$ cat src/rtl/writeback_port.sv
// writeback_port
//   Writer side of the register file write port. It merges single-cycle ALU
//   results with queued MDU results onto one registered write port. The ALU
//   always has priority. It also tracks which registers still have an MDU
//   result in flight, so decode can stall reads of those registers.
//
// Ports
//   clk, rst                      clock, async active-high reset
//   alu_valid/alu_rd/alu_data     ALU result (no backpressure)
//   mdu_valid/mdu_ready/mdu_rd/mdu_data   MDU result handshake into the FIFO
//   issue_valid/issue_rd          MDU op issued by decode (marks rd pending)
//   query_rs/query_rt             decode source registers
//   rs_pending/rt_pending         source has an uncommitted MDU result
//   write_enable/write_register/in_data   registered register file write port
//   fifo_count                    MDU FIFO occupancy
module writeback_port #(
    parameter int DEPTH = 4,
    parameter int AW    = 5,
    parameter int DW    = 32
) (
    input  logic                     clk,
    input  logic                     rst,
    input  logic                     alu_valid,
    input  logic [AW-1:0]            alu_rd,
    input  logic [DW-1:0]            alu_data,
    input  logic                     mdu_valid,
    output logic                     mdu_ready,
    input  logic [AW-1:0]            mdu_rd,
    input  logic [DW-1:0]            mdu_data,
    input  logic                     issue_valid,
    input  logic [AW-1:0]            issue_rd,
    input  logic [AW-1:0]            query_rs,
    input  logic [AW-1:0]            query_rt,
    output logic                     rs_pending,
    output logic                     rt_pending,
    output logic                     write_enable,
    output logic [AW-1:0]            write_register,
    output logic [DW-1:0]            in_data,
    output logic [$clog2(DEPTH):0]   fifo_count
);
    localparam int PW   = $clog2(DEPTH);
    localparam int NREG = 1 << AW;
    localparam logic [PW:0] FULL_CNT = (PW+1)'(DEPTH);

    // FIFO storage and pointers
    logic [AW-1:0] mem_rd_q   [DEPTH];
    logic [AW-1:0] mem_rd_d   [DEPTH];
    logic [DW-1:0] mem_data_q [DEPTH];
    logic [DW-1:0] mem_data_d [DEPTH];
    logic [PW-1:0] wr_ptr_q, wr_ptr_d;
    logic [PW-1:0] rd_ptr_q, rd_ptr_d;
    logic [PW:0]   count_q, count_d;

    // Output stage
    logic          write_enable_q, write_enable_d;
    logic [AW-1:0] write_register_q, write_register_d;
    logic [DW-1:0] in_data_q, in_data_d;
    logic          from_mdu_q, from_mdu_d;

    // Scoreboard
    logic [NREG-1:0] pending_q, pending_d;

    logic accept, push, pop;

    // Ready only looks at the registered count. A pop on the same edge does
    // not free a slot early, so the full condition never depends on alu_valid.
    assign mdu_ready = (count_q < FULL_CNT);
    assign accept    = mdu_valid && mdu_ready;
    // A result for r0 completes the handshake but is dropped instead of stored.
    assign push      = accept && (mdu_rd != '0);
    // The FIFO drains only in cycles the ALU leaves free. That includes ALU
    // writes to r0: that slot is still consumed.
    assign pop       = !alu_valid && (count_q != '0);

    always_comb begin
        mem_rd_d   = mem_rd_q;
        mem_data_d = mem_data_q;
        wr_ptr_d   = wr_ptr_q;
        rd_ptr_d   = rd_ptr_q;
        count_d    = count_q;
        if (push) begin
            mem_rd_d[wr_ptr_q]   = mdu_rd;
            mem_data_d[wr_ptr_q] = mdu_data;
            wr_ptr_d             = wr_ptr_q + PW'(1);
        end
        if (pop) begin
            rd_ptr_d = rd_ptr_q + PW'(1);
        end
        case ({push, pop})
            2'b10:   count_d = count_q + (PW+1)'(1);
            2'b01:   count_d = count_q - (PW+1)'(1);
            default: count_d = count_q;
        endcase
    end

    always_comb begin
        write_enable_d   = 1'b0;
        write_register_d = write_register_q;
        in_data_d        = in_data_q;
        from_mdu_d       = 1'b0;
        if (alu_valid) begin
            write_enable_d   = (alu_rd != '0);
            write_register_d = alu_rd;
            in_data_d        = alu_data;
        end else if (pop) begin
            write_enable_d   = 1'b1;
            write_register_d = mem_rd_q[rd_ptr_q];
            in_data_d        = mem_data_q[rd_ptr_q];
            from_mdu_d       = 1'b1;
        end
    end

    // Clear on the edge where the register file commits the MDU value. The set
    // is applied after the clear, so a same-edge set wins.
    always_comb begin
        pending_d = pending_q;
        if (write_enable_q && from_mdu_q) begin
            pending_d[write_register_q] = 1'b0;
        end
        if (issue_valid && (issue_rd != '0)) begin
            pending_d[issue_rd] = 1'b1;
        end
        pending_d[0] = 1'b0;
    end

    always_ff @(posedge clk or posedge rst) begin
        if (rst) begin
            for (int i = 0; i < DEPTH; i++) begin
                mem_rd_q[i]   <= '0;
                mem_data_q[i] <= '0;
            end
            wr_ptr_q         <= '0;
            rd_ptr_q         <= '0;
            count_q          <= '0;
            write_enable_q   <= 1'b0;
            write_register_q <= '0;
            in_data_q        <= '0;
            from_mdu_q       <= 1'b0;
            pending_q        <= '0;
        end else begin
            mem_rd_q         <= mem_rd_d;
            mem_data_q       <= mem_data_d;
            wr_ptr_q         <= wr_ptr_d;
            rd_ptr_q         <= rd_ptr_d;
            count_q          <= count_d;
            write_enable_q   <= write_enable_d;
            write_register_q <= write_register_d;
            in_data_q        <= in_data_d;
            from_mdu_q       <= from_mdu_d;
            pending_q        <= pending_d;
        end
    end

    assign write_enable   = write_enable_q;
    assign write_register = write_register_q;
    assign in_data        = in_data_q;
    assign fifo_count     = count_q;
    assign rs_pending     = pending_q[query_rs];
    assign rt_pending     = pending_q[query_rt];

endmodule

$ cat config.mk
export PLATFORM = sky130hd
export DESIGN_NAME = writeback_port
export DESIGN_NICKNAME = d
export VERILOG_FILES = /design/src/rtl/writeback_port.sv
export SDC_FILE = /design/constraint.sdc
export NUM_CORES = 1
export LEC_CHECK = 0
export BUFFER_PORTS_ARGS = -buffer_cell sky130_fd_sc_hd__buf_2
export CAP_MARGIN = 30
export CELL_PAD_IN_SITES_DETAIL_PLACEMENT = 0
export CELL_PAD_IN_SITES_GLOBAL_PLACEMENT = 2
export CORE_MARGIN = 2
export CORE_UTILIZATION = 45
export DETAILED_ROUTE_END_ITERATION = 8
export PLACE_DENSITY = 0.95
export SYNTH_ARGS = -nofsm -noshare
export SYNTH_HDL_FRONTEND = slang
export SYNTH_SLANG_ARGS = --single-unit
$ cat constraint.sdc
create_clock -name clk -period 12.8 [get_ports clk]
set_input_delay 1.28 -clock clk [delete_from_list [all_inputs] [get_ports clk]]
set_output_delay 1.28 -clock clk [all_outputs]
set_load 0.01 [all_outputs]
==> results.md, run 1 <==
- Reg2reg setup slack: 10.30 ns
- Layout cells sized above 1: 0.4265
- Fill count: 2036
- Main flop type after synthesis: dfrtp_1
- Leakage: 5.893 nW
- Die area: 25690 um2
- Worst Hold Class: reg -> reg
- Pwr/cell area: 249.6 nW/um2
- Gate Count Post-Synth: 752
- Global-route wire length before repair: 38560 um
- Max_cap viols: 0
- Final Util: 0.5213
- Sequential share of the synthesized area: 0.5122
- Num rows: 57
- Max Clock Freq: 0.2638 GHz
- Setup crit end kind: primary output
- Peak VDD IR: 0.1258 mV
- Via/cell ratio: 5.314
- Max-slew violation count: 0
- Cts-stage hold buffer count: 0
- Worst EP required: 11.52 ns
- Synth Cell Area: 10990 um2
- IO Pins: 138
- Rel. slew slack: 0.3682
- # setup viols final: 0
- WL final: 23310 um
- Number of H-tree levels: 1
- Final hold vios: 0
- #FFs+latches synth: 225
- Clock slew seen by the registers of the worst setup and hold paths: 0.06 ns
- CP max FO: 7
- Worst Hold Launch: in_data[1]
- Post-synth ARST share: 1.000
- DRC viols: 0
- Unique cell type count in the Yosys netlist: 38
- TritonCTS Buffers: 25
- Synth warnings: 0
- Hold endpoint: in_data[1]
- FF-to-FF path depth: 8
- Drt wl/cell: 19.06 um
- Nets: 981
- Total congestion overflow: 0
- Chip height: 160.3 um
- Antenna-violating nets left: 0
- Setup TNS: 0 ns
- Pin count of the biggest net entering global routing: 97
- Top post-synthesis cells by area: dfrtp_1 51%, mux2_4 16%, mux4_2 8.8%
- Yosys top cell area share: 0.5122
- Outcome: finished clean
- Vias in the first global route: 7018
- PortBufs: 137
- Post-CTS Repair Setup Buffers: 0
- Via Count: 6499
- Die width: 160.3 um
- Number of flops mapped to enable cells by yosys: 0
- Syn nets: 852
- Final Power: 3.146 mW
- GRT Total Usage: 0.1855
- Crit path DAT: 2.51 ns
- Worst flop-to-flop path startpoint: fifo_count[1]
- Initial core utilization: 0.4546
- Setup CP Type: in -> out
- Gpl congestion: 0.7833
- Fin cells: 1223
- Tightest Pin Transition: 0.9433 ns
- Critical R2R Capture: fifo_count[2]
- Root buffer cell: clkbuf_16
- First drt pass iteration count: 4
- Placed insts: 1177
- TritonCTS clock tree: done
- Cell area after layout: 12600 um2
- Hold depth: 2
- Final worst-path cycle share: 0.2962
- Clock sink count: 225
- Area grow syn2layout: 14.67%
- Startpoint types: primary input
- Placed cell area: 11800 um2
- Clk_lat worst skew: 0.52 ns
- Core area: 24180 um2
- Skew final: 0.01239 ns
- # resized after CTS: 0
- Initial drt markers: 298
- Post-synth top area cell: dfrtp_1
- Fin crit period: 3.791 ns
- Initial antenna violation count: 1
- RSZ-0062 raised after global routing: no
- DP HPWL: 14860 um
- Clk buf depth: 3
- Syn avg cell area: 14.62 um2
==> synth_stat cells, drive strengths merged, types with 5 or more instances <==
cell,n
mux4,43
dfrtp,225
nand3,11
o21ai,96
mux2,148
nand3b,8
nor2,9
mux2i,52
clkbuf,15
ha,5
buf,27
a21oi,6
nand2,46
inv,15
==> metal layers <==
layer / up-vias / track usage / part of all wire / wire length [um]
li1: 3026 / - / - / -
met1: 3296 / 0.2671 / 0.46 / 10670
met3: 22 / 0.03461 / 0.057 / 1321
met5: - / 0 / 0.00069 / 16
met4: 2 / 0.03358 / 0.011 / 252
met2: 153 / 0.2995 / 0.47 / 11060
==> metrics by stage <==
stage	worst slack, ns	hold WS [ns]
5_1_grt	8.919	0.4971
4_1_cts	9.013	0.4790
2_1_floorplan	5.357	0.4738
3_5_place_dp	9.016	0.4661
6_report	9.009	0.4692
3_3_place_gp	9.027	0.4589
==> worst max-delay path, cell delays in order <==
cell and delay (ns):
buf_2 0.17, mux4_2 0.51, nand2b_1 0.15, o211ai_1 0.11
nand4_1 0.13, buf_2 0.16
==> cells in the final DEF (no fill, tap or decap), drive strengths merged, types with 3 or more instances in the layout <==
cell type	n
ha	5
o21ai	96
nand2b	4
nand2	46
nand3	11
mux2	148
or3b	3
nor2	9
clkbuf	36
or3	4
inv	16
mux4	43
clkinv	5
a22oi	4
xnor2	4
nand4	3
nor2b	4
dfrtp	225
nand3b	8
a21oi	6
a222oi	4
mux2i	52
buf	144
==> flip-flops by register name, summed over array words and instances, names as in the netlist <==
| signal | flops |
|---|---|
| write_enable | 1 |
| mem_rd_q | 20 |
| in_data | 32 |
| rd_ptr_q | 2 |
| pending_q | 31 |
| write_register | 5 |
| mem_data_q | 128 |
| fifo_count | 3 |
| from_mdu_q | 1 |
| wr_ptr_q | 2 |
==> where the power goes <==
part           total [mW]  switching, mW  internal (mW)  leakage, nW
Clock               0.684          0.281          0.402        0.383
Combinational        1.16          0.460          0.704         2.86
Sequential           1.30          0.231           1.07         2.65
Total                3.15          0.973           2.17         5.89
==> final cells by class <==
cell class / count / area [um2] / area share
timing repair buffer: 144 / 778.2 / 0.06174
antenna: 1 / 2.502 / 0.0001985
tap: 324 / 405.4 / 0.03216
inverter: 15 / 63.81 / 0.005063
clock buffer: 36 / 706.9 / 0.05608
clock inverter: 8 / 71.32 / 0.005658
multi-input combinational: 470 / 4943 / 0.3922
sequential: 225 / 5633 / 0.4469
==> cells by family after synthesis <==
logic type                 after synthesis  synth area share
adders and majority gates                6          0.007513
xor gates and xnor gates                 6          0.004781
AOI/OAI and AO/OA                      119           0.05919
buffers and inverters                   57           0.03882
and+or+nand+nor                         96           0.04940
muxes                                  243            0.3281
DFF                                    225            0.5122
==> how the worst max path moves through the flow <==
stage                     cells after the start  slack [ns]   startpoint             to
after floorplan                               1        5.36          rst  fifo_count[0]
after global placement                        6        9.03  query_rs[0]     rs_pending
after detailed placement                      6        9.02  query_rs[0]     rs_pending
after CTS                                     6        9.01  query_rs[0]     rs_pending
after global routing                          6        8.92  query_rs[0]     rs_pending
final                                         6        9.01  query_rs[0]     rs_pending
No activity file was read; power rests on OpenSTA's default activity.
==> run 2: changes to the inputs <==
--- a/config.mk
+++ b/config.mk
@@ -10,9 +10,9 @@
 export CELL_PAD_IN_SITES_DETAIL_PLACEMENT = 0
 export CELL_PAD_IN_SITES_GLOBAL_PLACEMENT = 2
 export CORE_MARGIN = 2
-export CORE_UTILIZATION = 45
+export CORE_UTILIZATION = 41
 export DETAILED_ROUTE_END_ITERATION = 8
-export PLACE_DENSITY = 0.95
+export PLACE_DENSITY = 0.88
 export SYNTH_ARGS = -nofsm -noshare
 export SYNTH_HDL_FRONTEND = slang
 export SYNTH_SLANG_ARGS = --single-unit
==> constraint.sdc (replaced) <==
create_clock -name clk -period 3.7 [get_ports clk]
set_input_delay 0.37 -clock clk [delete_from_list [all_inputs] [get_ports clk]]
set_output_delay 0.37 -clock clk [all_outputs]
set_load 0.01 [all_outputs]
==> results.md, run 2 (synthesized netlist as in run 1, its figures left out) <==
- First drt pass iteration count: 4
- Max FFs per register: 128
- Root buffer cell: clkbuf_16
- Clock sink count: 225
- Initial antenna violation count: 2
- Max Clock Freq: 0.4173 GHz
- Pwr/cell area: 882.2 nW/um2
- Layout cells sized above 1: 0.4300
- Comb pwr share: 0.353
- TritonCTS clock tree: done
- Chip height: 167.7 um
- IO Pins: 138
- Initial drt markers: 314
- DP HPWL: 15540 um
- Commonest non-fill, non-tap cell in the layout: dfrtp_1
- DRC viols: 0
- # setup viols final: 0
- Tightest Pin Transition: 0.8775 ns
- Fin crit period: 2.396 ns
- Clk_lat worst skew: 0.51 ns
- Final hold vios: 0
- Commonest cells after routing, fill and taps aside: 223 x dfrtp_1, 137 x buf_2, 120 x mux2_4
- Drt wl/cell: 19.65 um
- Placed insts: 1190
- TritonCTS Buffers: 25
- Fill count: 2241
- Pin count of the biggest net entering global routing: 83
- Final worst-path cycle share: 0.6476
- Startpoint types: flip-flop
- Switch share: 0.3015
- Setup crit end kind: flip-flop
- Die area: 28140 um2
- Max_cap viols: 0
- Area grow syn2layout: 16.02%
- Fin cells: 1236
- Nets: 983
- Clock slew seen by the registers of the worst setup and hold paths: 0.06 ns
- Worst Hold Slack: 0.1156 ns
- Number of H-tree levels: 1
- Max-slew violation count: 0
- Crit path DAT: 2.79 ns
- Clk buf depth: 3
- Reg with most FFs: mem_data_q
- Setup TNS: 0 ns
- Global-route wire length before repair: 39280 um
- Via/cell ratio: 5.315
- PortBufs: 137
- RSZ-0062 raised after global routing: no
- Outcome: finished clean
- GRT Total Usage: 0.1757
- Die width: 167.7 um
- Total congestion overflow: 0
- Worst Hold Class: in -> reg
- Clock share of power: 0.242
- Num rows: 59
- Initial core utilization: 0.4194
- WL final: 24290 um
- Peak VDD IR: 0.3660 mV
- Skew final: 0.01103 ns
- Worst EP required: 4.09 ns
- Gpl congestion: 0.7798
- Psw: 3.391 mW
- Final Power: 11.25 mW
- Antenna-violating nets left: 0
- Vias in the first global route: 6957
- # resized after CTS: 0
- CP max FO: 8
- Rel. slew slack: 0.4150
- Sequential share of power: 0.405
- Internal Power: 7.858 mW
- Core area: 26210 um2
- Via Count: 6569
- Setup CP Type: reg -> reg
- Leakage: 5.946 nW
## run 2: cell types whose count changed in the layout (fill, tap and decap cells not counted), sizes merged
cell         before  now
clkinv            5    3
dlygate4sd3       0    1
clkinvlp          1    3
bufinv            1    6
buf             144  145
clkbuf           36   32
inv              16   15
## run 2: final timing paths
| check | from | end | slack [ns] | cells after the start |
|---|---|---|---|---|
| min in group asynchronous | rst | wr_ptr_q[1] | 0.54 | 3 |
| max | fifo_count[2] | fifo_count[2] | 1.30 | 9 |
| min reg2reg | in_data[4] | in_data[4] | 0.47 | 2 |
| max in group asynchronous | rst | in_data[22] | 2.18 | 4 |
| max reg2reg | fifo_count[2] | fifo_count[2] | 1.30 | 9 |
| min | alu_rd[2] | write_register[2] | 0.12 | 3 |
## run 2: power groups by stage
stage | combinational [mW] | sequential [mW] | clock, mW
after floorplan | 3.26 | 4.31 | 0
final | 3.97 | 4.56 | 2.72
after global routing | 4.33 | 4.73 | 2.87
after CTS | 4.04 | 4.56 | 2.78
after detailed placement | 4.03 | 4.57 | 0
after global placement | 3.93 | 4.54 | 0
## run 2: area by class of cell
cell class	count	area (um2)	area share
antenna	1	2.502	0.0001962
clock buffer	32	681.9	0.05347
clock inverter	12	219.0	0.01717
inverter	15	60.06	0.004710
multi-input combinational	470	4943	0.3877
sequential	225	5633	0.4417
tap	335	419.2	0.03287
timing repair buffer	146	793.3	0.06221
## run 2: metrics by stage
| stage | utilization | instance area (um2) | setup slack (ns) |
|---|---|---|---|
| 6_report | 0.4866 | 12750 | 1.304 |
| 5_1_grt | 0.4865 | 12750 | 1.184 |
| 4_1_cts | 0.4865 | 12750 | 1.286 |
| 3_5_place_dp | 0.4518 | 11840 | 0.9886 |
| 3_3_place_gp | 0.4518 | 11840 | 1.016 |
| 2_1_floorplan | - | 11000 | 0.3920 |
## run 2: critical path, stage by stage (launching register included)
cell and delay [ns]:
dfrtp_1 0.41, inv_1 0.16, o311a_1 0.78, inv_1 0.11, ha_1 0.24, inv_1 0.07
fa_1 0.17, xor2_1 0.15, nor2_1 0.07, xnor2_1 0.12
## run 2: repair_timing
action	4_1_cts	5_1_grt
setup buffers	0	0
hold buffers	1	0
endpoints found under the hold margin	1	0
## run 2: metal layers
metal  vias to the layer above  GRT usage  wire length (um)  part of all wire
li1                       3030          -                 -                 -
met1                      3381     0.2440             11200              0.46
met2                       123     0.2921             11580              0.48
met3                        33    0.03167              1092             0.045
met4                         2    0.03478               396             0.016
met5                         -          0                11           0.00045
==> run 3: changes to the inputs <==
--- a/config.mk
+++ b/config.mk
@@ -5,14 +5,15 @@
 export SDC_FILE = /design/constraint.sdc
 export NUM_CORES = 1
 export LEC_CHECK = 0
+export ABC_AREA = 1
 export BUFFER_PORTS_ARGS = -buffer_cell sky130_fd_sc_hd__buf_2
 export CAP_MARGIN = 30
 export CELL_PAD_IN_SITES_DETAIL_PLACEMENT = 0
 export CELL_PAD_IN_SITES_GLOBAL_PLACEMENT = 2
 export CORE_MARGIN = 2
-export CORE_UTILIZATION = 41
+export CORE_UTILIZATION = 31
 export DETAILED_ROUTE_END_ITERATION = 8
-export PLACE_DENSITY = 0.88
+export PLACE_DENSITY = 0.85
 export SYNTH_ARGS = -nofsm -noshare
 export SYNTH_HDL_FRONTEND = slang
 export SYNTH_SLANG_ARGS = --single-unit
==> constraint.sdc (replaced) <==
create_clock -name clk -period 2.18 [get_ports clk]
set_input_delay 0.218 -clock clk [delete_from_list [all_inputs] [get_ports clk]]
set_output_delay 0.218 -clock clk [all_outputs]
set_load 0.01 [all_outputs]
==> results.md, run 3 <==
- Peak VDD IR: 0.7169 mV
- Skew final: 0.009565 ns
- Drt wl/cell: 16.82 um
- Number of H-tree levels: 1
- Die area: 37110 um2
- Setup TNS: 0 ns
- Crit path DAT: 2.31 ns
- WL final: 34400 um
- Syn nets: 1478
- RSZ-0062 raised after global routing: no
- Pin count of the biggest net entering global routing: 79
- Tightest Pin Transition: 0.6308 ns
- TritonCTS clock tree: done
- Post-synth ARST share: 1.000
- DRC viols: 0
- Root buffer cell: clkbuf_16
- Total congestion overflow: 0
- Vias in the first global route: 9850
- Area grow syn2layout: 24.24%
- Antenna-violating nets left: 0
- Met3 wire length: 1623 um
- # setup viols final: 0
- Core area: 35310 um2
- Top post-synthesis cells by area: dfrtp_1 51%, nand2_1 11%, o21ai_0 8.8%
- Met1 wire length: 16150 um
- CP max FO: 36
- Setup crit end kind: flip-flop
- Leakage: 6.621 nW
- Crit path from: fifo_count[0]
- Via Count: 10150
- Setup ws final: 0.2953 ns
- Global-route wire length before repair: 54680 um
- Reg2reg setup slack: 0.30 ns
- # resized after CTS: 0
- Post-CTS Repair Setup Buffers: 0
- Number of flops mapped to enable cells by yosys: 0
- Clk buf depth: 3
- Die width: 192.6 um
- GRT Total Usage: 0.1862
- TritonCTS Buffers: 26
- Fin cells: 2045
- Final Util: 0.3881
- Cts-stage hold buffer count: 73
- Pre-CTS WS: 0.3508 ns
- Most common cell in the netlist: nand2_1
- Pwr/cell area: 1370 nW/um2
- Gpl congestion: 0.8342
- Initial core utilization: 0.3124
- Placed insts: 1922
- Commonest non-fill, non-tap cell in the layout: nand2_1
- Top Metal Used: met4
- Chip height: 192.6 um
- Setup CP Type: reg -> reg
- DP HPWL: 21930 um
- Clk_lat worst skew: 0.53 ns
- Yosys top cell area share: 0.5104
- Post-synth top area cell: dfrtp_1
- #FFs+latches synth: 225
- First drt pass iteration count: 5
- Fin crit period: 1.885 ns
- IO Pins: 138
- Syn avg cell area: 8.005 um2
- Layout cells sized above 1: 0.1631
- Max Clock Freq: 0.5306 GHz
- PortBufs: 137
- Clock sink count: 225
- Max-slew violation count: 0
- Final worst-path cycle share: 0.8646
- Final hold vios: 0
- Startpoint types: flip-flop
- Worst flop-to-flop path startpoint: fifo_count[0]
- Synth Cell Area: 11030 um2
- Via/cell ratio: 4.965
- Initial antenna violation count: 2
- Reg with most FFs: mem_data_q
- Num rows: 69
- Unique cell type count in the Yosys netlist: 33
- Synth warnings: 0
- Fill count: 3640
- Sequential share of the synthesized area: 0.5104
- Worst EP required: 2.60 ns
- Rel. slew slack: 0.5795
- Max FFs per register: 128
- Critical R2R Capture: write_enable
- Critical Path End: write_enable
- Clock slew seen by the registers of the worst setup and hold paths: 0.06 ns
- Post-synth top cells: 331 x nand2_1, 225 x dfrtp_1, 195 x o21ai_0, 188 x nand3_1, 110 x nor2_1
- FF-to-FF path depth: 6
- Main flop type after synthesis: dfrtp_1
- Initial drt markers: 694
- Max_cap viols: 0
- Gate Count Post-Synth: 1378
- Outcome: finished clean
- Nets: 1662
- Worst Hold Slack: 0.03229 ns
- Met2 wire length: 16040 um
- Commonest cells after routing, fill and taps aside: 331 x nand2_1, 224 x dfrtp_1, 195 x o21ai_0
- Worst Hold Class: in -> reg
-- run 3: changes by cell type after synthesis, sizes merged, moves of 6 or more --
cell    change
buf        +31
mux2      -148
nand2     +320
nand3b      -6
a21oi      +62
nand3     +178
inv        +59
mux4       -43
clkbuf     +13
o21ai     +137
mux2i      -52
nor2      +101
-- run 3: worst min-delay path by stage --
stage / from / to / slack (ns) / cells after the start
CTS: alu_data[30] / in_data[30] / 0.01 / 3
global placement: rst / pending_q[28] / 0.18 / 2
floorplan: issue_rd[2] / pending_q[24] / 0.32 / 1
global route: alu_data[24] / in_data[24] / 0.05 / 3
detailed placement: rst / pending_q[28] / 0.18 / 2
finish: alu_data[24] / in_data[24] / 0.03 / 3
-- run 3: per-stage QoR --
| step | total power [mW] | instance area [um2] |
|---|---|---|
| after floorplan | 11.94 | 11030 |
| after global placement | 14.22 | 12110 |
| after detailed placement | 14.37 | 12110 |
| after CTS | 18.94 | 13700 |
| after global routing | 20.24 | 13700 |
| final | 18.78 | 13700 |
-- run 3: kinds of logic after synthesis --
logic type / synth area share
and+or+nand+nor: 0.2618
AOI/OAI and AO/OA: 0.1441
DFF: 0.5104
buffers and inverters: 0.07225
adders and majority gates: 0.007486
xor gates and xnor gates: 0.003970
-- run 3: layout make-up --
class,count,area (um2),share of cell area
Clock buffer,41,818.3,0.05971
Tap cell,461,576.8,0.04209
Antenna cell,2,5.005,0.0003652
Clock inverter,7,43.79,0.003195
Sequential cell,225,5632,0.4109
Inverter,75,289.0,0.02109
Multi-Input combinational cell,992,4608,0.3363
Timing Repair Buffer,242,1732,0.1264
-- run 3: worst max-delay path, stage by stage (launching register included) --
cell	delay (ns)
dfrtp_1	0.41
nor2_1	0.23
nand3_2	0.12
buf_4	0.29
o31ai_1	0.11
dlygate4sd3_1	0.58
inv_1	0.04
-- run 3: routing by layer --
| layer | global-route usage | up-vias |
|---|---|---|
| met5 | 0 | - |
| met2 | 0.3074 | 260 |
| met1 | 0.2630 | 4926 |
| met3 | 0.01928 | 46 |
| li1 | - | 4921 |
| met4 | 0.04198 | 0 |
-- run 3: where the power goes --
part,internal (mW),switching [mW]
clock network,2.57,1.80
logic,2.52,4.67
registers,6.09,1.13
total,11.2,7.60
